$ cat config.mk
export PLATFORM = sky130hd
export DESIGN_NAME = rv_fifo
export DESIGN_NICKNAME = d
export VERILOG_FILES = /design/src/rtl/rv_fifo.sv
export SDC_FILE = /design/constraint.sdc
export NUM_CORES = 1
export LEC_CHECK = 0
export CELL_PAD_IN_SITES_DETAIL_PLACEMENT = 1
export CELL_PAD_IN_SITES_GLOBAL_PLACEMENT = 1
export CORE_MARGIN = 5
export CORE_UTILIZATION = 38
export DETAILED_ROUTE_END_ITERATION = 10
export GPL_TIMING_DRIVEN = 0
export MAX_ROUTING_LAYER = met4
export PLACE_DENSITY = 0.6
export REMOVE_ABC_BUFFERS = 1
export SETUP_SLACK_MARGIN = 0.5
export SLEW_MARGIN = 0
export SYNTH_ARGS = -nofsm -noshare
export SYNTH_HDL_FRONTEND = slang
export SYNTH_SLANG_ARGS = --single-unit
$ cat constraint.sdc
create_clock -name clk -period 3.7 [get_ports clk]
set_input_delay 0.74 -clock clk [delete_from_list [all_inputs] [get_ports clk]]
set_output_delay 0.74 -clock clk [all_outputs]
set_load 0.05 [all_outputs]
$ cat src/rtl/rv_fifo.sv
// rv_fifo: ready/valid mailbox FIFO that sits behind the AXI-lite-to-ready/valid
// bridge. Bridge writes push words and bridge reads pop them. The FIFO reports
// its occupancy and keeps saturating counters of dropped writes and empty reads.
module rv_fifo #(
    parameter int DW       = 32,
    parameter int DEPTH    = 16,
    parameter int AW       = $clog2(DEPTH),
    parameter bit NONBLOCK = 1'b1
) (
    input  logic          clk,
    input  logic          rst,
    // write side (bridge write channel)
    input  logic          wv_i,
    output logic          wr_o,
    input  logic [DW-1:0] wd_i,
    output logic          we_o,
    // read side (bridge read channel)
    input  logic          rr_i,
    output logic          rv_o,
    output logic [DW-1:0] rd_o,
    output logic          re_o,
    // status
    output logic [AW:0]   level_o,
    output logic          full_o,
    output logic          empty_o,
    output logic [7:0]    ovf_cnt_o,
    output logic [7:0]    udf_cnt_o
);

    localparam logic [AW:0] FULL_LEVEL = (AW + 1)'(DEPTH);

    logic [DW-1:0] mem [DEPTH];

    logic [AW-1:0] wptr_q, wptr_d;
    logic [AW-1:0] rptr_q, rptr_d;
    logic [AW:0]   level_q, level_d;
    logic [7:0]    ovf_cnt_q, ovf_cnt_d;
    logic [7:0]    udf_cnt_q, udf_cnt_d;

    logic full;
    logic empty;
    logic push;
    logic pop;
    logic ovf_hit;
    logic udf_hit;

    // Handshake outputs and transfer qualifiers, derived only from registered state
    // so ready never depends on valid and vice versa.
    always_comb begin
        // NOTE: every signal written here gets a default first; a path that leaves a
        // signal unassigned would infer a latch.
        full    = (level_q == FULL_LEVEL);
        empty   = (level_q == '0);
        wr_o    = 1'b1;
        rv_o    = 1'b1;
        we_o    = 1'b0;
        re_o    = 1'b0;
        ovf_hit = 1'b0;
        udf_hit = 1'b0;
        if (NONBLOCK) begin
            // Bus never stalls: full/empty are reported as error responses instead.
            we_o    = full;
            re_o    = empty;
            ovf_hit = wv_i & full;
            udf_hit = rr_i & empty;
        end else begin
            wr_o = ~full;
            rv_o = ~empty;
        end
        // Full/empty are evaluated on pre-update state, so a full FIFO refuses the
        // write while popping, and an empty FIFO refuses the read while pushing.
        push = wv_i & wr_o & ~full;
        pop  = rv_o & rr_i & ~empty;
    end

    // Next-state for pointers, occupancy and saturating error counters.
    always_comb begin
        wptr_d    = wptr_q;
        rptr_d    = rptr_q;
        level_d   = level_q;
        ovf_cnt_d = ovf_cnt_q;
        udf_cnt_d = udf_cnt_q;
        if (push) begin
            wptr_d = wptr_q + AW'(1);
        end
        if (pop) begin
            rptr_d = rptr_q + AW'(1);
        end
        unique case ({push, pop})
            2'b10:   level_d = level_q + (AW + 1)'(1);
            2'b01:   level_d = level_q - (AW + 1)'(1);
            default: level_d = level_q;
        endcase
        if (ovf_hit && (ovf_cnt_q != 8'hFF)) begin
            ovf_cnt_d = ovf_cnt_q + 8'd1;
        end
        if (udf_hit && (udf_cnt_q != 8'hFF)) begin
            udf_cnt_d = udf_cnt_q + 8'd1;
        end
    end

    // Control state register with asynchronous active-high reset.
    always_ff @(posedge clk or posedge rst) begin
        // NOTE: sequential state uses non-blocking assignments so every flop samples
        // the pre-edge values regardless of statement order.
        if (rst) begin
            wptr_q    <= '0;
            rptr_q    <= '0;
            level_q   <= '0;
            ovf_cnt_q <= '0;
            udf_cnt_q <= '0;
        end else begin
            wptr_q    <= wptr_d;
            rptr_q    <= rptr_d;
            level_q   <= level_d;
            ovf_cnt_q <= ovf_cnt_d;
            udf_cnt_q <= udf_cnt_d;
        end
    end

    // Storage write port.
    always_ff @(posedge clk) begin
        // NOTE: the storage array has no reset; occupancy gates every read, so stale
        // contents are never observed and the array can map onto plain RAM.
        if (push) begin
            mem[wptr_q] <= wd_i;
        end
    end

    // First-word-fall-through read data and status outputs; no bypass from wd_i.
    always_comb begin
        rd_o      = empty ? '0 : mem[rptr_q];
        level_o   = level_q;
        full_o    = full;
        empty_o   = empty;
        ovf_cnt_o = ovf_cnt_q;
        udf_cnt_o = udf_cnt_q;
    end

endmodule

==> out/results.ini, run 1 <==
[global_route]
grt_overflow=0
met3_usage_pct=3.22
grt_use_met1_pct=24.4
grt_usage_pct=18.2
grt_max_degree=58
first_global_vias=11400
grt_most_used_layer=met2
grt_antenna_before_repair=3
grt_pass1_wl_um=78000
grtUsageMet2_pct=29.1

[sta]
post-route-period-util_pct=93.0
timing.fmax_ghz=0.291
tightestPinTransition_ps=874
relSlewSlack_pct=41.6
skew_ps=41.4
hold_viol_final=0
setup-violations-final=0
rsz0062_at_grt=true
setup_tns_ps=0
period_minus_slack_ps=3440
slew_viol_final=0

[clock_tree]
clock_insertion_delay_worst_skew_ps=640
clkTransAtPathRegs_ps=60
cts_buffers=58
clk_path_buf_depth=3
cts_tree=built
root_buffer=clkbuf_16
clock-sinks=541
postCtsHoldBufs=0
cts_max_level=2

[floorplanning]
die-area_mm2=0.0598
rows=86
fp.dieH_um=245
initial_utilization_pct=38.2
placeableCoreArea_mm2=0.0548
num_io_pins=95
die_w_um=245

[status]
status=finished, final reports clean

[drt]
drt_wl_total_um=53200
via_count=10500
ant_nets=0
drt-initial-drc-count=831
first_pass_iters=5
drcViolationCount=0
routedWlPerCell_um=27.9
routed_via_density=5.49

[critical_path]
critPathKind=flop to primary output
cp.arrival_ps=2700
start_kind=flop
crit_path_end_kind=primary output
required_ps=2960
cp_max_fo=5

[final_layout]
mostFrequentLayoutCell=edfxtp_1
nets=1198
syn_to_final_growth_pct=27.2
regArea_mm2=0.0161
mostFrequentLayoutCells=edfxtp_1, mux4_2, clkbuf_16
multi_input_area_mm2=0.00504
fin_util_pct=48.6
fillers=4833
drive_gt1_share_pct=38.9

[run]
maxCapViolations=0

[synth]
avgSynthCellArea_um2=21.7
synth-edff-count=512
yosys.area.top_type=edfxtp_1
yosysWarnings=0
synth_area_mm2=0.0209
ys_top_cells_by_area=edfxtp_1, mux4_2, dfrtp_1
synth.top_cell.area_share_pct=73.5
synth_seq_area_share_pct=77.0
ys_ff_latch=541
netlist_instances=962
synth_ff_type=edfxtp_1
async_flop_share_pct=5.36
ys_types=48

[pwr]
ir_worst_vdd_mv=0.509
p_per_area_mw_per_mm2=874
p_leak_uw=0.00864
p_total_uw=23300

[placement]
place.detailed.hpwl_um=29600
gp_routability_congestion=0.693
io_buffers=92

[hold_path]
hold_class=flop to flop

[Yosys cell counts (2+ instances only)]
| cell | instances |
|---|---|
| a2111oi_2 | 5 |
| a21oi_1 | 40 |
| a22oi_1 | 54 |
| a31oi_1 | 3 |
| and3_1 | 2 |
| and4_1 | 2 |
| buf_1 | 4 |
| buf_2 | 18 |
| buf_4 | 6 |
| clkbuf_1 | 24 |
| dfrtp_1 | 29 |
| edfxtp_1 | 512 |
| ha_1 | 10 |
| inv_1 | 8 |
| mux2_2 | 9 |
| mux2i_1 | 5 |
| mux4_2 | 128 |
| nand2_1 | 12 |
| nand2b_1 | 4 |
| nand3_1 | 5 |
| nand4_1 | 4 |
| nor2_1 | 16 |
| nor2b_1 | 4 |
| nor3_1 | 7 |
| o21ai_0 | 7 |
| xnor2_1 | 8 |
| xor2_1 | 15 |
[final timing paths]
path	start	to	slack (ps)	cells past startpoint
setup / recovery	rptr_q[0]$_DFFE_PP0P_	rd_o[26]	260	8
hold / removal	ovf_cnt_o[5]$_DFFE_PP0P_	ovf_cnt_o[5]$_DFFE_PP0P_	490	1
setup reg to reg	level_o[1]$_DFFE_PP0P_	level_o[4]$_DFFE_PP0P_	680	11
max in group asynchronous	rst	level_o[1]$_DFFE_PP0P_	2710	3
min in group asynchronous	rst	udf_cnt_o[4]$_DFFE_PP0P_	500	2
hold reg to reg	ovf_cnt_o[5]$_DFFE_PP0P_	ovf_cnt_o[5]$_DFFE_PP0P_	490	1
[critical path, stage by stage, from the launching register on]
cell	delay [ps]
dfrtp_4	500
buf_12	140
buf_16	140
buf_12	140
mux4_2	400
mux2_2	280
o21ai_0	150
a21oi_1	100
buf_4	230
[kinds of logic (layout without fill, tap and decap cells)]
family	Yosys count	after routing	synth area share (%)
and+or+nand+nor	68	68	1.83
other	1	5	0.0179
AOI/OAI and AO/OA	113	113	3.69
DFF	541	541	77.0
adders and majority gates	10	10	0.598
buffers and inverters	64	302	1.41
xor gates and xnor gates	23	23	0.963
muxes	142	142	14.5
[power by group]
group | leakage (uW) | internal (uW) | total (uW) | switching [uW]
Clock | 0.000946 | 3450 | 5890 | 2440
Combinational | 0.00272 | 4290 | 9620 | 5320
Sequential | 0.00498 | 7390 | 7740 | 349
[layer usage]
layer	share of wire (%)	wire, um	up-vias
met1	43	22900	5689
met5	0	0	-
met2	50	26700	259
met3	4.9	2630	74
li1	-	-	4449
met4	2.0	1040	0
[flip-flops by register name (all words and copies together), names as in the netlist]
register / count
wptr_q: 4
rptr_q: 4
level_o: 5
mem: 512
ovf_cnt_o: 8
udf_cnt_o: 8
[metrics by stage]
stage | hold WS, ps | std cells | instance area [um2] | worst slack, ps
floorplan | 556 | 909 | 20700 | -3600
global placement | 475 | 1705 | 22500 | -6710
detailed placement | 497 | 1742 | 23300 | -687
CTS | 505 | 1896 | 26300 | 236
global route | 519 | 1908 | 26600 | 164
finish | 488 | 1908 | 26600 | 258
[final cells by class]
cell class	count	share of cell area [%]
Inverter	10	0.207
Clock inverter	44	1.77
Antenna cell	3	0.0282
Clock buffer	65	5.56
Multi-Input combinational cell	358	18.9
Sequential cell	541	60.6
Tap cell	704	3.31
Timing Repair Buffer	183	9.60
[repair_timing]
action	4_1_cts	5_1_grt
endpoints found under the setup margin	37	35
pin swaps	41	23
setup buffers	32	6
gates resized for setup	312	39
gates cloned	13	2
Note: power is estimated with default switching activity, not from simulation.
==> run 2: changes to the inputs <==
--- a/config.mk
+++ b/config.mk
@@ -6,13 +6,14 @@
 export NUM_CORES = 1
 export LEC_CHECK = 0
 export CELL_PAD_IN_SITES_DETAIL_PLACEMENT = 1
-export CELL_PAD_IN_SITES_GLOBAL_PLACEMENT = 1
+export CELL_PAD_IN_SITES_GLOBAL_PLACEMENT = 2
 export CORE_MARGIN = 5
 export CORE_UTILIZATION = 38
 export DETAILED_ROUTE_END_ITERATION = 10
 export GPL_TIMING_DRIVEN = 0
 export MAX_ROUTING_LAYER = met4
-export PLACE_DENSITY = 0.6
+export PLACE_DENSITY = 0.66
+export RECOVER_POWER = 100
 export REMOVE_ABC_BUFFERS = 1
 export SETUP_SLACK_MARGIN = 0.5
 export SLEW_MARGIN = 0
==> constraint.sdc (replaced) <==
create_clock -name clk -period 3.7 [get_ports clk]
set_input_delay 0.555 -clock clk [delete_from_list [all_inputs] [get_ports clk]]
set_output_delay 0.555 -clock clk [all_outputs]
set_load 0.05 [all_outputs]
==> run 2 against run 1 <==
First-iteration DRC count up 10%. Critical path depth down 1. Sequential power about the same. Clock skew up 12 ps. Final area down 3.9%. Via count down 2.0%.
==> out/results.ini, run 2 (synthesis gave the netlist of run 1 again) <==
[final_layout]
drive_gt1_share_pct=31.2
final_area_mm2=0.0256
fillers=4962
syn_to_final_growth_pct=22.2
mostFrequentLayoutCell=edfxtp_1
nets=1183
largest_reg_flops=512
top_register=mem
mostFrequentLayoutCells=edfxtp_1, mux4_2, clkbuf_16

[global_route]
grt_max_degree=54
grt_overflow=0
first_global_vias=11000
grt_antenna_before_repair=3
grt_usage_pct=17.5
grt_pass1_wl_um=75300

[clock_tree]
clock_insertion_delay_worst_skew_ps=640
root_buffer=clkbuf_16
clk_path_buf_depth=3
clkTransAtPathRegs_ps=60
cts_buffers=55
clock-sinks=541
cts_tree=built
postCtsHoldBufs=0
cts_max_level=2

[pwr]
ir_worst_vdd_mv=0.585
p_per_area_mw_per_mm2=841
p_leak_uw=0.00831

[critical_path]
r2r_setup_slack_ps=440
r2r_cells=7
required_ps=3140
critPathKind=flop to primary output
cp_max_fo=9
r2r-start=level_o[1]$_DFFE_PP0P_
cp.arrival_ps=2830
r2r_end=mem[0][2]$_DFFE_PP_
start_kind=flop
crit_path_end_kind=primary output

[status]
status=finished, final reports clean

[sta]
relSlewSlack_pct=13.8
skew_ps=53.4
period_minus_slack_ps=3380
rsz0062_at_grt=true
slew_viol_final=0
setup_tns_ps=0
tightestPinTransition_ps=1290
timing.fmax_ghz=0.296
post-route-period-util_pct=91.4
hold_slack_ps=354
setup_ws_ps=320
setup-violations-final=0
hold_viol_final=0

[placement]
place_ws_ps=-461
io_buffers=92
place.detailed.hpwl_um=29000
gp_routability_congestion=0.692
detailed_place.area_mm2=0.0233

[floorplanning]
initial_utilization_pct=38.2
num_io_pins=95
die_w_um=245
die-area_mm2=0.0598
fp.dieH_um=245
placeableCoreArea_mm2=0.0548
rows=86

[run]
maxCapViolations=0

[drt]
drcViolationCount=0
routedWlPerCell_um=27.3
via_count=10300
first_pass_iters=6
drt-initial-drc-count=918
routed_via_density=5.44
drt_wl_total_um=51400
ant_nets=0

[hold_path]
hold_class=primary input to asynchronous set/reset pin

==> run 2: critical path: stages, from the launching register on <==
cell	delay, ps
dfrtp_1	660
buf_16	240
buf_8	140
buf_16	140
mux4_2	510
a22oi_2	150
a21oi_2	110
clkbuf_2	250
==> run 2: per-layer routing <==
| layer | up-vias | GRT usage (%) | part of all wire [%] |
|---|---|---|---|
| met5 | - | - | 0 |
| met4 | 0 | 4.39 | 2.0 |
| met3 | 71 | 2.34 | 3.9 |
| met2 | 213 | 29.5 | 52 |
| met1 | 5571 | 22.8 | 42 |
| li1 | 4405 | - | - |
==> run 2: worst max path at each step <==
stage,end,slack [ps],cells past startpoint,start
after floorplan,rd_o[0],-3420,3,rptr_q[0]$_DFFE_PP0P_
after global placement,rd_o[24],-6450,4,rptr_q[0]$_DFFE_PP0P_
after detailed placement,rd_o[22],-460,6,rptr_q[1]$_DFFE_PP0P_
after CTS,rd_o[24],400,6,rptr_q[0]$_DFFE_PP0P_
after global routing,mem[3][0]$_DFFE_PP_,200,7,level_o[2]$_DFFE_PP0P_
final,rd_o[12],320,7,rptr_q[0]$_DFFE_PP0P_
==> run 2: timing repair <==
item,4_1_cts,5_1_grt
cloned,7,4
buffers inserted,26,2
resized for setup,227,44
setup endpoints to repair,37,33
pin swaps,5,4
==> run 2: area by class of cell <==
cell class | count | area, um2 | area share, %
timing repair buffer | 171 | 2050 | 8.02
clock buffer | 72 | 1440 | 5.64
sequential | 541 | 16100 | 63.0
tap | 704 | 881 | 3.45
clock inverter | 28 | 289 | 1.13
inverter | 10 | 65.1 | 0.255
antenna | 2 | 5.00 | 0.0196
multi-input combinational | 358 | 4720 | 18.5
==> run 2: report_power, final <==
| part | leakage [uW] | total [uW] | switching (uW) | internal (uW) |
|---|---|---|---|---|
| clock network | 0.000830 | 5340 | 2310 | 3030 |
| logic | 0.00250 | 8400 | 4900 | 3500 |
| registers | 0.00498 | 7750 | 359 | 7390 |
| total | 0.00831 | 21500 | 7560 | 13900 |
==> run 2: stage by stage <==
stage | power, uW | instances | util, %
2_1_floorplan | 12600 | 909 | -
3_3_place_gp | 14400 | 1705 | 41.0
3_5_place_dp | 15500 | 1744 | 42.6
4_1_cts | 21500 | 1877 | 46.6
5_1_grt | 22400 | 1886 | 46.7
6_report | 21500 | 1886 | 46.7
==> run 3: changes to the inputs <==
--- a/config.mk
+++ b/config.mk
@@ -8,11 +8,11 @@
 export CELL_PAD_IN_SITES_DETAIL_PLACEMENT = 1
 export CELL_PAD_IN_SITES_GLOBAL_PLACEMENT = 2
 export CORE_MARGIN = 5
-export CORE_UTILIZATION = 38
+export CORE_UTILIZATION = 43
 export DETAILED_ROUTE_END_ITERATION = 10
 export GPL_TIMING_DRIVEN = 0
 export MAX_ROUTING_LAYER = met4
-export PLACE_DENSITY = 0.66
+export PLACE_DENSITY_LB_ADDON = 0.2
 export RECOVER_POWER = 100
 export REMOVE_ABC_BUFFERS = 1
 export SETUP_SLACK_MARGIN = 0.5
==> run 3 against run 2 <==
Register-to-register slack worse by 70 ps. Utilization up 6.5 points. Clock skew down 32 ps. Critical path type unchanged. Critical endpoint is now rd_o[24].
==> out/results.ini, run 3 (synthesis gave the netlist of run 1 again) <==
[sta]
setup_tns_ps=0
post-route-period-util_pct=92.3
relSlewSlack_pct=12.4
skew_ps=21.8
period_minus_slack_ps=3420
hold_slack_ps=300
rsz0062_at_grt=true
setup-violations-final=0
hold_viol_final=0
slew_viol_final=0
timing.fmax_ghz=0.293
tightestPinTransition_ps=1310

[drt]
via_count=10400
drt_wl_total_um=52300
routedWlPerCell_um=29.0
ant_nets=0
wl_met1_um=22100
first_pass_iters=5
drt-initial-drc-count=722
routed_via_density=5.76
wl_met2_um=26700
wl_met3_um=2530
drcViolationCount=0
top_layer_used=met4

[pwr]
ir_worst_vdd_mv=0.483
p_leak_uw=0.00833
p_per_area_mw_per_mm2=840

[critical_path]
path_delay_family=flip-flops
cp_num_buf_inv=2
cp_slowest_cell=dfrtp_1
start_kind=flop
cp.arrival_ps=2860
required_ps=3140
crit_path_end_kind=primary output
critPathKind=flop to primary output
crit_chain=and2_4 > buf_12 > a22oi_1 > a21oi_2 > clkbuf_2
crit_path_max_incr_delay_ps=820
cp_max_fo=17

[global_route]
grt_pass1_wl_um=76400
first_global_vias=11100
grt_max_degree=48
grt_overflow=0
grt_usage_pct=20.0
grt_antenna_before_repair=4

[clock_tree]
cts_tree=built
clock_insertion_delay_worst_skew_ps=620
clock-sinks=541
clkTransAtPathRegs_ps=60
clk_path_buf_depth=3
root_buffer=clkbuf_16
cts_max_level=2
cts_buffers=55

[floorplanning]
die_w_um=231
rows=80
die-area_mm2=0.0531
fp.dieH_um=231
placeableCoreArea_mm2=0.0479
initial_utilization_pct=43.6
num_io_pins=95

[final_layout]
final_area_mm2=0.0255
drive_gt1_share_pct=31.5
syn_to_final_growth_pct=21.8
mostFrequentLayoutCells=edfxtp_1, mux4_2, clkbuf_16
mostFrequentLayoutCell=edfxtp_1
top_register=mem
nets=1192
largest_reg_flops=512

[placement]
gp_routability_congestion=0.718
io_buffers=92
place.detailed.hpwl_um=29100
detailed_place.area_mm2=0.0233

[status]
status=finished, final reports clean

[run]
maxCapViolations=0

[hold_path]
hold_class=primary input to asynchronous set/reset pin

-- run 3: cell types whose count changed in the layout (fill, tap and decap cells not counted), sizes merged --
cell / delta
clkdlybuf4s18: -2
bufbuf: +1
buf: -6
bufinv: -2
clkbuf: +12
inv: +3
clkdlybuf4s15: +2
-- run 3: worst register-to-register path, delay by kind of cell, from the launching register on --
family	cells	cell delay, ps
compound gates	1	410
buf+inv	3	1180
flops	1	560
simple gates	3	810
-- run 3: layout make-up --
class	count	area, um2
fillers	4121	22500
flip-flops and latches	541	16100
multi-input cells	358	4730
repair buffers	180	2130
clock buffers	70	1430
well taps	615	769
clock inverters	29	240
inverters	10	41.3
diodes	2	5.00
-- run 3: layer usage --
layer  GRT usage, %  vias up
li1               -     4420
met1           27.2     5633
met2           32.8      279
met3           3.08       73
met4           4.15        0
met5              -        -
-- run 3: repair_timing --
item | 4_1_cts | 5_1_grt
gates cloned | 6 | 4
hold buffers | 0 | 0
setup buffers | 18 | 17
endpoints found under the setup margin | 38 | 39
resized for setup | 209 | 59
pin swaps | 2 | 2
-- run 3: report_power, final --
group	switching, uW	internal (uW)
combinational	4940	3430
clock	2310	2950
sequential	368	7400
-- run 3: final timing paths --
check,start,endpoint,depth (start not counted),slack (ps)
worst max-delay path,rptr_q[2]$_DFFE_PP0P_,rd_o[24],5,280
worst min-delay path,rst,ovf_cnt_o[1]$_DFFE_PP0P_,2,300
worst max register to register,level_o[1]$_DFFE_PP0P_,mem[0][31]$_DFFE_PP_,7,370
worst min register to register,udf_cnt_o[5]$_DFFE_PP0P_,udf_cnt_o[5]$_DFFE_PP0P_,1,490
max in group asynchronous,rst,rptr_q[1]$_DFFE_PP0P_,3,1830
min in group clk,udf_cnt_o[5]$_DFFE_PP0P_,udf_cnt_o[5]$_DFFE_PP0P_,1,490
-- run 3: per-stage QoR --
stage               utilization, %  total power, uW  instances  setup WS (ps)
floorplan                        -            12600        909          -3420
global placement              46.6            14400       1616          -6250
detailed placement            48.6            15500       1658           -483
CTS                           52.9            21300       1781            402
global route                  53.1            22300       1805            214
finish                        53.1            21400       1805            284
